## src/rtl/serial_shift_unit_if.sv

```systemverilog
// Start/busy/done bus between the EX stage and the serial shifter.
// Inputs carry the _i suffix and results the _o suffix, as seen from the shifter.
interface serial_shift_unit_if #(
   parameter int DATA_WIDTH = 32
);
   logic                  start_i;
   logic [1:0]            op_i;
   logic [DATA_WIDTH-1:0] data_i;
   logic [31:0]           shamt_i;
   logic                  busy_o;
   logic                  done_o;
   logic [DATA_WIDTH-1:0] result_o;
   logic                  shamt_err_o;

   modport master (
      output start_i, op_i, data_i, shamt_i,
      input  busy_o, done_o, result_o, shamt_err_o
   );

   modport slave (
      input  start_i, op_i, data_i, shamt_i,
      output busy_o, done_o, result_o, shamt_err_o
   );
endinterface

```

## src/rtl/serial_shift_unit.sv

```systemverilog
// Multi-cycle SLL/SRL/SRA shifter with start/busy/done handshake.
// Define SERIAL_SHIFT_UNIT_FAST_EN to step by 4 bits while count >= 4.
module serial_shift_unit #(
   parameter int DATA_WIDTH  = 32,
   parameter int SHAMT_WIDTH = 5
) (
   input  logic           clk_i,
   input  logic           rst_i,
   serial_shift_unit_if.slave bus
);

   typedef enum logic [1:0] {
      IDLE  = 2'd0,
      SHIFT = 2'd1,
      DONE  = 2'd2
   } state_t;

   state_t                 state;
   logic [DATA_WIDTH-1:0]  work;
   logic [DATA_WIDTH-1:0]  work_nxt;
   logic [SHAMT_WIDTH-1:0] count;
   logic [SHAMT_WIDTH-1:0] step;
   logic [SHAMT_WIDTH-1:0] shamt_lo;
   logic [1:0]             op;
   logic                   err;
   logic                   err_in;

   assign shamt_lo = bus.shamt_i[SHAMT_WIDTH-1:0];
   assign err_in   = |bus.shamt_i[31:SHAMT_WIDTH];

   always_comb begin
`ifdef SERIAL_SHIFT_UNIT_FAST_EN
      step = (count >= SHAMT_WIDTH'(4)) ? SHAMT_WIDTH'(4)
                                        : SHAMT_WIDTH'(1);
`else
      step = SHAMT_WIDTH'(1);
`endif
      // SRA on the working value keeps the latched operand's sign bit
      case (op)
         2'b01:   work_nxt = work >> step;
         2'b10:   work_nxt = $signed(work) >>> step;
         default: work_nxt = work << step;
      endcase
   end

   always_ff @(posedge clk_i) begin
      if (rst_i) begin
         state           <= IDLE;
         work            <= '0;
         count           <= '0;
         op              <= '0;
         err             <= 1'b0;
         bus.busy_o      <= 1'b0;
         bus.done_o      <= 1'b0;
         bus.result_o    <= '0;
         bus.shamt_err_o <= 1'b0;
      end else begin
         bus.done_o      <= 1'b0;
         bus.shamt_err_o <= 1'b0;
         case (state)
            IDLE: begin
               if (bus.start_i) begin
                  work       <= bus.data_i;
                  op         <= bus.op_i;
                  count      <= shamt_lo;
                  err        <= err_in;
                  bus.busy_o <= 1'b1;
                  if (shamt_lo == '0) begin
                     state           <= DONE;
                     bus.result_o    <= bus.data_i;
                     bus.done_o      <= 1'b1;
                     bus.shamt_err_o <= err_in;
                  end else begin
                     state <= SHIFT;
                  end
               end
            end
            SHIFT: begin
               work  <= work_nxt;
               count <= count - step;
               // outputs are registered, so load them on the final step
               if (count == step) begin
                  state           <= DONE;
                  bus.result_o    <= work_nxt;
                  bus.done_o      <= 1'b1;
                  bus.shamt_err_o <= err;
               end
            end
            DONE: begin
               state      <= IDLE;
               bus.busy_o <= 1'b0;
            end
            default: begin
               state      <= IDLE;
               bus.busy_o <= 1'b0;
            end
         endcase
      end
   end

endmodule

```

## src/flat_wrapper.sv

```systemverilog
// flat-port wrapper written by rule: the top's interface ports become plain ports
module serial_shift_unit_flat 
#(
   parameter int DATA_WIDTH  = 32,
   parameter int SHAMT_WIDTH = 5
)
  (clk_i, rst_i, bus_start_i, bus_op_i, bus_data_i, bus_shamt_i, bus_busy_o, bus_done_o, bus_result_o, bus_shamt_err_o);
  serial_shift_unit_if #(.DATA_WIDTH(DATA_WIDTH)) bus_i ();
  input  logic clk_i;
  input  logic rst_i;
  input wire logic [$bits(bus_i.start_i)-1:0] bus_start_i;
  input wire logic [$bits(bus_i.op_i)-1:0] bus_op_i;
  input wire logic [$bits(bus_i.data_i)-1:0] bus_data_i;
  input wire logic [$bits(bus_i.shamt_i)-1:0] bus_shamt_i;
  output wire logic [$bits(bus_i.busy_o)-1:0] bus_busy_o;
  output wire logic [$bits(bus_i.done_o)-1:0] bus_done_o;
  output wire logic [$bits(bus_i.result_o)-1:0] bus_result_o;
  output wire logic [$bits(bus_i.shamt_err_o)-1:0] bus_shamt_err_o;
  assign bus_i.start_i = bus_start_i;
  assign bus_i.op_i = bus_op_i;
  assign bus_i.data_i = bus_data_i;
  assign bus_i.shamt_i = bus_shamt_i;
  assign bus_busy_o = bus_i.busy_o;
  assign bus_done_o = bus_i.done_o;
  assign bus_result_o = bus_i.result_o;
  assign bus_shamt_err_o = bus_i.shamt_err_o;
  serial_shift_unit #(.DATA_WIDTH(DATA_WIDTH), .SHAMT_WIDTH(SHAMT_WIDTH)) u_core (.clk_i(clk_i), .rst_i(rst_i), .bus(bus_i));
endmodule
```

## config.mk

```make
export PLATFORM = sky130hd
export DESIGN_NAME = serial_shift_unit_flat
export DESIGN_NICKNAME = d
export VERILOG_FILES = /design/src/rtl/serial_shift_unit_if.sv /design/src/rtl/serial_shift_unit.sv /design/src/flat_wrapper.sv
export SDC_FILE = /design/constraint.sdc
export NUM_CORES = 1
export LEC_CHECK = 0
export BUFFER_PORTS_ARGS = -buffer_cell sky130_fd_sc_hd__buf_2
export CAP_MARGIN = 10
export CORE_MARGIN = 2
export CORE_UTILIZATION = 50
export CTS_BUF_LIST = sky130_fd_sc_hd__clkbuf_16
export CTS_CLUSTER_SIZE = 24
export DETAILED_ROUTE_END_ITERATION = 6
export PLACE_DENSITY = 0.77
export SLEW_MARGIN = 40
export SYNTH_ARGS = -nofsm -noshare
export SYNTH_HDL_FRONTEND = slang
export SYNTH_SLANG_ARGS = --single-unit
```

## constraint.sdc

```tcl
create_clock -name clk_i -period 4.8 [get_ports clk_i]
set_clock_uncertainty 0.15 [all_clocks]
set_input_delay 0.48 -clock clk_i [delete_from_list [all_inputs] [get_ports clk_i]]
set_output_delay 0.48 -clock clk_i [all_outputs]
set_load 0.03 [all_outputs]
```

* Yosys cells after proc, flatten, opt, wreduce, memory -nomap -nowiden
Cells that the tools add are included.
** Operators by class
- Add/sub/neg operators :: 1
- Equality and inequality tests :: 7
- Multiplexer cells :: 23
- Bitwise logic cells :: 1
- Reductions and logical operators :: 9
** Operators with widths (count)
- 32-bit one-hot mux with 2 select lines :: 3
- 32-bit two-way mux :: 4
- 27-bit OR reduction :: 1
- 5-bit one-hot mux with 2 select lines :: 1
- 2-bit AND reduction :: 4
- 1-bit two-way mux :: 7
- 2-bit two-way mux :: 3
- 1-bit one-hot mux with 2 select lines :: 3
- 5-bit by 1-bit == test with 1-bit output (second input constant) :: 1
- 5-bit zero test :: 1
- 5-bit two-way mux :: 1
- 5-bit by 1-bit subtractor with 5-bit output (second input constant) :: 1
- 2-bit by 1-bit == test with 1-bit output (second input constant) :: 2
- 2-bit by 1-bit != test with 1-bit output (second input constant) :: 2
- 2-bit one-hot mux with 2 select lines :: 1
- 4-bit AND reduction :: 1
- 2-bit == test (second input constant) :: 1
- 2-bit zero test :: 1
- 2-bit != test (second input constant) :: 1
- 2-bit nonzero test :: 1
- 1-bit NOT :: 1
** Word-level totals
- Register bits :: 77
- Bits of input ports :: 69
- Output and inout port bits :: 35
- Logic and storage cells :: 50

* Depth between registers and ports, before layout
Gate-level depths: netlist (run 1).
- Depth in word-level cells :: 4
- Gate-level depth with buffers :: 9
- Depth with buffers taken out :: 6

* Worst setup path before layout (run 1)
OpenSTA, ideal clock, no wires.
- Path kind :: input to register
- Start point :: in bus_shamt_i[3]
- End point :: reg u_core.bus.result_o[10]
- Library setup time :: 0.146 ns
- Data arrival time :: 1.684 ns
- Data required time :: 4.504 ns
- Path slack :: 2.820 ns
- Stages :: 6
- Buffers on the path :: 2
- Cells stage by stage :: or4_4 -> o21ai_4 -> and2_4 -> buf_6 -> buf_6 -> a211oi_2
** On the way
- Word-level cells in the longest chain between the ends :: 3
** Ends and longest elaborated chain
- start, declared :: line flat_wrapper.sv:14 : input wire logic [$bits(bus_i.shamt_i)-1:0] bus_shamt_i;
- 5-bit zero test :: line serial_shift_unit.sv:68 : if (shamt_lo == '0) begin
- 2-bit by 1-bit != test with 1-bit output (no line)
- 4-bit AND reduction (no line)
- end signal, assigned :: line serial_shift_unit.sv:70 : bus.result_o <= bus.data_i;
- end signal, assigned :: line serial_shift_unit.sv:84 : bus.result_o <= work_nxt;
- end, declared :: line serial_shift_unit_if.sv:22 : output busy_o, done_o, result_o, shamt_err_o
No other way between the ends.
A chain may end at the register's enable or synchronous reset.

* Final worst setup path (run 1)
- Start point :: reg u_core.state[0]
- End point :: reg u_core.bus.result_o[30]
** On the way
- Word-level cells in the longest chain between the ends :: 3
** Ends and longest elaborated chain
- start, declared :: line serial_shift_unit.sv:18 : state_t state;
- start signal, assigned :: line serial_shift_unit.sv:48 : state <= IDLE;
- start signal, assigned :: line serial_shift_unit.sv:69 : state <= DONE;
- start signal, assigned :: line serial_shift_unit.sv:74 : state <= SHIFT;
- 2-bit by 1-bit == test with 1-bit output / 2-bit zero test (equally long branches) :: line serial_shift_unit.sv:60 : case (state)
- 2-bit by 1-bit != test with 1-bit output (no line), or another cell as far along
- 4-bit AND reduction (no line)
Parallel ways exist; a longest one is shown, timed or not.

==> impl_metrics.toml, run 1 <==
[finish]
drive_gt1_frac = 0.3389
diodes = 0
fin_cells = 574
nFillCells = 629
fin_nets = 543
stdcell_area_mm2 = 0.004462
syn_to_final_growth_pct = 22.33

[sta]
relSlewSlack = 0.4611
hold_violations = 0
fin_ws_ns = 1.847
worstMarginPinSlew_ns = 0.8084
setup_viol_count_final = 0
maxSlewViolCount = 0
fmax_mhz = 338.6
period_needed_ns = 2.953
rsz0062_at_grt = "no"
whs_ns = 0.2409
period_share = 0.6153
finalSetupTns_ns = 0

[critical_path]
worstPathRequired_ns = 4.84
reg2reg_slack_ns = 1.85
r2r-end = "u_core.bus.result_o[30]"
end_kind = "register"
critPathArrivalTime_ns = 2.99
startpoint_type = "register"
worstPathMaxFanout = 64
reg2reg_depth = 6
path_class = "reg -> reg"
worst_r2r_startpoint = "u_core.state[0]"

[global_route]
grt_pass1_wl_mm = 15.42
gr-total-overflow = 0
grt_use_total = 0.2483
grt_max_degree = 65
grt_pass1_vias = 3196
antenna_found_initial = 0

[power]
p_int_mw = 1.277
pwr-share-comb = 0.236
powerDensity_mw_per_mm2 = 422.8
sw_frac_of_total = 0.3233
total_leakage_power_nw = 1.900
p_seq_frac = 0.408
switching_power_mw = 0.6100
irDropWorstVdd_uv = 241.1
p_clk_frac = 0.357

[die]
io_pins = 104
chipWidth_um = 89.41
die_area_mm2 = 0.007993
core_area_mm2 = 0.007176
die_h_um = 89.41
row_count = 31
start_util = 0.5083

[hold_path]
hold_path_class = "in -> reg"
hold_depth = 3
hold_end = "u_core.op[1]"
holdCritStartpoint = "bus_op_i[1]"

[synthesis]
synth_top_area_cell = "dfxtp_1"
yosys.area.top_type_share = 0.4226
synthCells = 389
syn-num-nets = 462
syn_avg_cell_area_um2 = 9.376
ys_async_sr_fraction = 0
yosysUniqueCellTypes = 44
synth_area_leaders = "dfxtp_1 (42%), a211oi_2 (9.9%), a221oi_1 (7.4%)"
ys.flop_type = "dfxtp_1"
syn-cell-area_mm2 = 0.003647
synth_edf_count = 0
yosysSeqAreaShare = 0.4226
synth_seq_cells = 77
ys_warn_count = 0

[detailed_routing]
drc = 0
routedWlPerCell_um = 16.56
ant_nets = 0
totalWireLength_mm = 9.503
firstDrtPassIters = 5
viasPerCell = 6.002
drtIter0Drc = 290
vias = 3445

[cts]
cts_setup_buffers = 0
cts_hold_buf = 0
clock_path_buffers = 2
cts_resized = 0
clk_pin_slew_worst_paths_ns = 0.06
h-tree-depth = 3
cts.sinks = 77
cts_buffers = 9
worstSkewPairLatency_ns = 0.34
cts_tree = "yes"
root_buffer = "clkbuf_16"

[placement]
placed_cells = 558
place_congestion = 0.8555
post-place-ws_ns = 1.906
io_buffers = 103
hpwl_mm = 6.146
placed_cell_area_mm2 = 0.004168

[status]
status = "finished clean"

[flow_run]
cap_violations = 0
==> worst max path at each step <==
stage	startpoint	cells after the start	slack [ns]	endpoint
after global placement	bus_shamt_i[3]	5	1.76	u_core.bus.result_o[6]
final	u_core.state[0]	6	1.85	u_core.bus.result_o[30]
after floorplan	bus_shamt_i[3]	6	2.82	u_core.bus.result_o[10]
after CTS	u_core.state[0]	6	1.88	u_core.bus.result_o[30]
after global routing	u_core.state[0]	6	1.69	u_core.bus.result_o[25]
after detailed placement	bus_start_i	7	1.91	u_core.bus.result_o[30]
==> power by group through the flow <==
stage	Clock [mW]	Sequential [mW]	Combinational [mW]
after floorplan	0	0.821	0.281
after global placement	0	0.779	0.427
after detailed placement	0	0.781	0.442
after CTS	0.678	0.768	0.444
after global routing	0.703	0.778	0.488
final	0.673	0.769	0.445
==> cells in the final DEF (no fill, tap or decap), types with 3 or more instances in the layout <==
cell type	Yosys	layout
nor2_1	45	45
a211oi_1	34	34
buf_2	8	103
nor4_1	6	6
buf_4	3	5
a211oi_2	29	29
nand2_1	3	3
a21oi_1	38	38
and3_1	32	32
o21ai_0	5	5
dfxtp_1	77	77
inv_1	8	9
ha_1	4	3
a221oi_1	31	31
nor3_1	4	4
clkbuf_16	0	9
==> per-layer routing <==
layer,up-vias,wire (um),GRT usage
met2,129,4403,0.3865
met3,18,541,0.04340
met4,0,215,0.1167
met1,1639,4343,0.3350
met5,-,0,0
li1,1659,-,-
==> critical path: stages (launching register included) <==
cell and delay (ns):
dfxtp_1 0.61, o21ba_2 0.22, buf_4 0.50, o21a_1 0.21, buf_4 0.35, and2_4 0.57
a211oi_2 0.15
==> Yosys cell counts, types with 3 or more instances <==
| library cell | n |
|---|---|
| dfxtp_1 | 77 |
| buf_2 | 8 |
| inv_1 | 8 |
| nand2_1 | 3 |
| a211oi_2 | 29 |
| o21ai_0 | 5 |
| a211oi_1 | 34 |
| a21oi_1 | 38 |
| and3_1 | 32 |
| clkbuf_1 | 23 |
| nor4_1 | 6 |
| buf_4 | 3 |
| a221oi_1 | 31 |
| nor3_1 | 4 |
| buf_6 | 5 |
| ha_1 | 4 |
| nor2_1 | 45 |
==> metrics by stage <==
| stage | power (mW) | utilization |
|---|---|---|
| after floorplan | 1.102 | - |
| after global placement | 1.206 | 0.5738 |
| after detailed placement | 1.223 | 0.5808 |
| after CTS | 1.889 | 0.6214 |
| after global routing | 1.969 | 0.6218 |
| final | 1.887 | 0.6218 |
==> flip-flops by register name (all words and copies together) (netlist names) <==
| name | flops |
|---|---|
| u_core.bus.busy_o | 1 |
| u_core.bus.done_o | 1 |
| u_core.bus.result_o | 32 |
| u_core.state | 2 |
| u_core.err | 1 |
| u_core.bus.shamt_err_o | 1 |
| u_core.work | 32 |
| u_core.count | 5 |
| u_core.op | 2 |
==> area by class of cell <==
class / instances / area (um^2) / share of cell area
Clock buffer: 9 / 225.2 / 0.05048
Clock inverter: 7 / 66.31 / 0.01486
Inverter: 8 / 30.03 / 0.006730
Multi-Input combinational cell: 263 / 1872 / 0.4195
Sequential cell: 77 / 1541 / 0.3455
Tap cell: 99 / 123.9 / 0.02776
Timing Repair Buffer: 111 / 603.1 / 0.1352
==> cells by family after synthesis <==
family / Yosys count / share of synthesized area
compound gates: 151 / 0.3376
buf+inv: 49 / 0.06655
fa+ha+maj: 4 / 0.01372
mux: 2 / 0.005489
xor+xnor: 1 / 0.002402
simple gates: 105 / 0.1516
flops: 77 / 0.4226
Power figures use the tool's default switching activity.
==> run 2, diff against run 1 <==
- ABC_AREA: unset -> 1
- CORE_UTILIZATION: 50 -> 48
- clock period: 4.8 -> 2.5 ns (I/O delays scaled with it)
==> run 2 against run 1 <==
Net effect: critical path depth rose by 2; register-to-register slack lost 1.3 ns; count of clock-buffer cells in the layout did not move; flip-flop and latch count stayed put; hold slack worse by 0.18 ns; worst setup slack worse by 1.3 ns; area after synthesis increased by 7.3%; critical endpoint is now u_core.work[9].
==> impl_metrics.toml, run 2 <==
[power]
total_leakage_power_nw = 2.474
sw_frac_of_total = 0.3177
powerDensity_mw_per_mm2 = 779.0
irDropWorstVdd_uv = 488.7
p_int_mw = 2.532
p_seq_frac = 0.392
p_clk_frac = 0.367
switching_power_mw = 1.179
pwr-share-comb = 0.241

[detailed_routing]
drtIter0Drc = 274
vias = 4034
totalWireLength_mm = 9.904
routedWlPerCell_um = 12.55
viasPerCell = 5.113
ant_nets = 0
drc = 0
firstDrtPassIters = 5

[sta]
worstMarginPinSlew_ns = 0.5622
relSlewSlack = 0.6252
period_share = 0.7843
maxSlewViolCount = 0
rsz0062_at_grt = "no"
fmax_mhz = 510.0
period_needed_ns = 1.961
hold_violations = 0
setup_viol_count_final = 0
finalSetupTns_ns = 0

[cts]
cts_hold_buf = 0
cts_tree = "yes"
worstSkewPairLatency_ns = 0.33
cts_buffers = 9
clk_pin_slew_worst_paths_ns = 0.06
root_buffer = "clkbuf_16"
cts_resized = 0
h-tree-depth = 3
cts.sinks = 77
clock_path_buffers = 2
cts_setup_buffers = 0

[finish]
top_regs = "u_core.bus.result_o (32), u_core.work (32), u_core.count (5)"
diodes = 0
layout_commonest_cell = "nor2_1"
nFillCells = 756
syn_to_final_growth_pct = 21.71
drive_gt1_frac = 0.2023
fin_nets = 756
final_cell_mix = "nor2_1 (110), buf_2 (103), nand2_1 (99), dfxtp_1 (77), o21ai_0 (69)"
fin_cells = 789

[synthesis]
yosys.area.top_type_share = 0.3939
synth_seq_cells = 77
synthTopCellsByCount = "nor2_1 (110), nand2_1 (99), dfxtp_1 (77)"
syn-num-nets = 665
synth_edf_count = 0
ys_warn_count = 0
synth_top_area_cell = "dfxtp_1"
ys.flop_type = "dfxtp_1"
syn-cell-area_mm2 = 0.003914
synth_area_leaders = "dfxtp_1 (39%), nor2_1 (11%), nand2_1 (9.5%)"
ys_async_sr_fraction = 0
yosysSeqAreaShare = 0.3939
synthCells = 592
syn_avg_cell_area_um2 = 6.611
yosysMostFrequentCell = "nor2_1"
yosysUniqueCellTypes = 28

[die]
die_area_mm2 = 0.008892
die_h_um = 94.30
start_util = 0.5013
io_pins = 104
core_area_mm2 = 0.007807
row_count = 32
chipWidth_um = 94.30

[global_route]
gr-total-overflow = 0
antenna_found_initial = 0
grt_use_met3 = 0.04414
grt_pass1_vias = 3791
grt_pass1_wl_mm = 16.46
grt_use_met1 = 0.2931
top_usage_layer = "met2"
gr-usage-met2 = 0.3935
grt_use_total = 0.2312
grt_max_degree = 63

[flow_run]
cap_violations = 0

[critical_path]
reg2reg_slack_ns = 0.54
end_kind = "register"
reg2reg_depth = 8
path_class = "reg -> reg"
worstPathRequired_ns = 2.63
critPathArrivalTime_ns = 2.10
worstPathMaxFanout = 54
startpoint_type = "register"
r2r-end = "u_core.work[9]"
cp-startpoint = "u_core.state[1]"
worst_r2r_startpoint = "u_core.state[1]"

[status]
status = "finished clean"

[hold_path]
hold_end = "u_core.count[1]"
hold_depth = 3
hold_path_class = "in -> reg"
holdCritStartpoint = "bus_shamt_i[1]"

[placement]
placed_cells = 774
place_congestion = 0.8534
hpwl_mm = 6.742
io_buffers = 103
==> run 2: changes by cell type after synthesis, sizes merged, moves of 6 or more <==
cell,previous run,this run
nand2,3,101
clkbuf,23,10
a21oi,38,50
o21ai,7,75
buf,18,26
and3,32,0
a211oi,63,0
nor2,45,111
a21o,0,21
inv,8,70
a221oi,31,0
nor4,6,0
nand3,2,39
==> run 2: metal layers <==
metal,vias to the layer above,part of all wire,wire length (um)
li1,2067,-,-
met1,1808,0.44,4339
met2,147,0.47,4694
met3,12,0.074,729
met4,0,0.014,140
met5,-,0,0
==> run 2: through the flow <==
stage / area, um^2 / worst slack (ns) / hold slack, ns / power, mW / util
final: 4763 / 0.5393 / 0.06113 / 3.711 / 0.6101
after global routing: 4763 / 0.4070 / 0.06513 / 3.894 / 0.6101
after CTS: 4763 / 0.5558 / 0.05243 / 3.722 / 0.6101
after detailed placement: 4458 / 0.6277 / 0.3079 / 2.363 / 0.5710
after global placement: 4458 / 0.6831 / 0.3060 / 2.339 / 0.5710
after floorplan: 3914 / 0.8935 / 0.2714 / 2.116 / -
==> run 2: layout make-up <==
type / count / area [um^2] / share of cell area
clock buffer: 9 / 225.2 / 0.04728
clock inverter: 6 / 80.08 / 0.01681
inverter: 71 / 266.5 / 0.05595
multi-input combinational: 408 / 1897 / 0.3982
sequential: 77 / 1541 / 0.3236
tap: 102 / 127.6 / 0.02679
timing repair buffer: 116 / 625.6 / 0.1313
==> run 2: kinds of logic after synthesis <==
kind of cell / Yosys count / synth area share
buffers and inverters: 107 / 0.1215
adder cells (fa/ha/maj): 4 / 0.01279
AO/OA/AOI/OAI: 149 / 0.2081
flip-flops: 77 / 0.3939
AND/OR/NAND/NOR: 255 / 0.2638
==> run 2: worst max-delay path by stage <==
| stage | endpoint | slack [ns] |
|---|---|---|
| 3_5_place_dp | u_core.work[14] | 0.63 |
| 4_1_cts | u_core.work[9] | 0.56 |
| 3_3_place_gp | u_core.bus.result_o[0] | 0.68 |
| 6_report | u_core.work[9] | 0.54 |
| 5_1_grt | u_core.work[12] | 0.41 |
| 2_1_floorplan | u_core.work[10] | 0.89 |
==> run 2: critical path: stages (launching register included) <==
cell and delay [ns]:
dfxtp_1 0.31, inv_2 0.10, nand2_2 0.16, buf_4 0.24
nand2_2 0.07, buf_4 0.42, o21ai_0 0.19, a21o_1 0.21
inv_1 0.04
==> run 2: power by group through the flow <==
stage / registers (mW) / logic, mW / clock network [mW]
final: 1.46 / 0.896 / 1.36
after global placement: 1.47 / 0.866 / 0
after floorplan: 1.53 / 0.589 / 0
after detailed placement: 1.48 / 0.885 / 0
after CTS: 1.45 / 0.893 / 1.38
after global routing: 1.47 / 1.01 / 1.42
==> run 3, diff against run 2 <==
- CORE_UTILIZATION: 48 -> 50
- PLACE_DENSITY: 0.77 -> 0.76
- clock period: 2.5 -> 1.89 ns (I/O delays scaled with it)
==> run 3 against run 2 <==
Net effect: utilization grew 3.8 points; routed wire length increased by 3.4%; sequential power grew 32%; count of clock-buffer cells in the layout unchanged; power up 43%; global-route usage grew 1.5 points; die area fell by 3.8%; critical path type unchanged.
==> impl_metrics.toml, run 3 (same netlist as run 2, synthesis figures left out) <==
[power]
pwr-share-comb = 0.241
p_seq_frac = 0.363
irDropWorstVdd_uv = 586.5
sw_frac_of_total = 0.3037
total_leakage_power_nw = 2.545
report.power.total_mw = 5.312
p_clk_frac = 0.395
switching_power_mw = 1.613
powerDensity_mw_per_mm2 = 1072
p_int_mw = 3.699

[die]
die_h_um = 92.48
io_pins = 104
chipWidth_um = 92.48
start_util = 0.5118
die_area_mm2 = 0.008552
row_count = 32
core_area_mm2 = 0.007647

[cts]
cts_buffers = 9
cts_setup_buffers = 0
root_buffer = "clkbuf_16"
worstSkewPairLatency_ns = 0.33
clk_pin_slew_worst_paths_ns = 0.06
clock_path_buffers = 2
h-tree-depth = 3
cts.sinks = 77
cts_tree = "yes"

[sta]
worstMarginPinSlew_ns = 0.3551
setup_viol_count_final = 0
hold_violations = 0
finalSetupTns_ns = 0
period_share = 0.9362
maxSlewViolCount = 0
period_needed_ns = 1.769
fin_ws_ns = 0.1207
relSlewSlack = 0.7608
whs_ns = 0.01729
rsz0062_at_grt = "no"
fmax_mhz = 565.2

[global_route]
grt_pass1_vias = 3924
grt_pass1_wl_mm = 17.08
gr-total-overflow = 0
grt_max_degree = 55
grt_use_total = 0.2458
antenna_found_initial = 0

[finish]
layout_commonest_cell = "nor2_1"
diodes = 0
final_core_util = 0.6477
syn_to_final_growth_pct = 26.57
fin_nets = 761
fin_cells = 795
stdcell_area_mm2 = 0.004954
final_cell_mix = "nor2_1 (110), buf_2 (103), nand2_1 (98), dfxtp_1 (77), o21ai_0 (68)"
nFillCells = 691
drive_gt1_frac = 0.2165
top_regs = "u_core.bus.result_o (32), u_core.work (32), u_core.count (5)"

[critical_path]
worstPathMaxFanout = 17
startpoint_type = "register"
critPathArrivalTime_ns = 1.84
path_class = "reg -> reg"
worstPathRequired_ns = 1.96
end_kind = "register"

[detailed_routing]
drc = 0
vias = 4039
totalWireLength_mm = 10.24
ant_nets = 0
routedWlPerCell_um = 12.88
viasPerCell = 5.081
firstDrtPassIters = 5
drtIter0Drc = 285

[placement]
io_buffers = 103
post-place-ws_ns = 0.08435
place_congestion = 0.8821
placed_cell_area_mm2 = 0.004538
hpwl_mm = 6.931
placed_cells = 778

[status]
status = "finished clean"

[hold_path]
hold_path_class = "in -> reg"

[flow_run]
cap_violations = 0
run 3: changes by cell type in the layout (fill, tap and decap cells not counted), sizes merged:
cell and change:
dlygate4sd3 +1, clkinv -1, buf +4, bufinv +2
run 3: critical path, cell delays in order, from the launching register on:
cell and delay (ns):
dfxtp_1 0.32, inv_2 0.10, nand2_2 0.11, buf_4 0.18, nand2_2 0.11, clkinvlp_4 0.32
o21ai_0 0.31, inv_1 0.06
run 3: final cells by class:
type / count / area [um^2] / share of cell area
well taps: 102 / 127.6 / 0.02576
inverters: 71 / 270.3 / 0.05456
clock buffers: 9 / 225.2 / 0.04547
repair buffers: 121 / 735.7 / 0.1485
flip-flops and latches: 77 / 1541 / 0.3112
multi-input cells: 408 / 1916 / 0.3867
clock inverters: 7 / 137.6 / 0.02778
run 3: power groups by stage:
stage	Sequential, mW	Clock (mW)	Combinational (mW)
floorplan	2.02	0	0.779
global placement	1.95	0	1.19
detailed placement	1.96	0	1.22
CTS	1.93	2.11	1.24
global route	1.95	2.18	1.42
finish	1.93	2.10	1.28
run 3: timing repair:
item / CTS / global route
hold buffers: 1 / 0
resized for setup: 0 / 11
endpoints found under the setup margin: 0 / 42
hold endpoints to repair: 1 / 0
run 3: path summary, 6_finish.rpt:
kind | startpoint | end | slack [ns] | cells past startpoint
worst max-delay path | u_core.state[1] | u_core.work[20] | 0.12 | 7
worst min-delay path | bus_start_i | u_core.count[1] | 0.02 | 3
worst max register to register | u_core.state[1] | u_core.work[20] | 0.12 | 7
worst min register to register | u_core.err | u_core.bus.shamt_err_o | 0.32 | 2
run 3: metal layers:
layer	GRT usage	wire length, um
met1	0.2929	4379
met2	0.4294	4962
met3	0.05045	686
met4	0.1020	210
met5	0	0
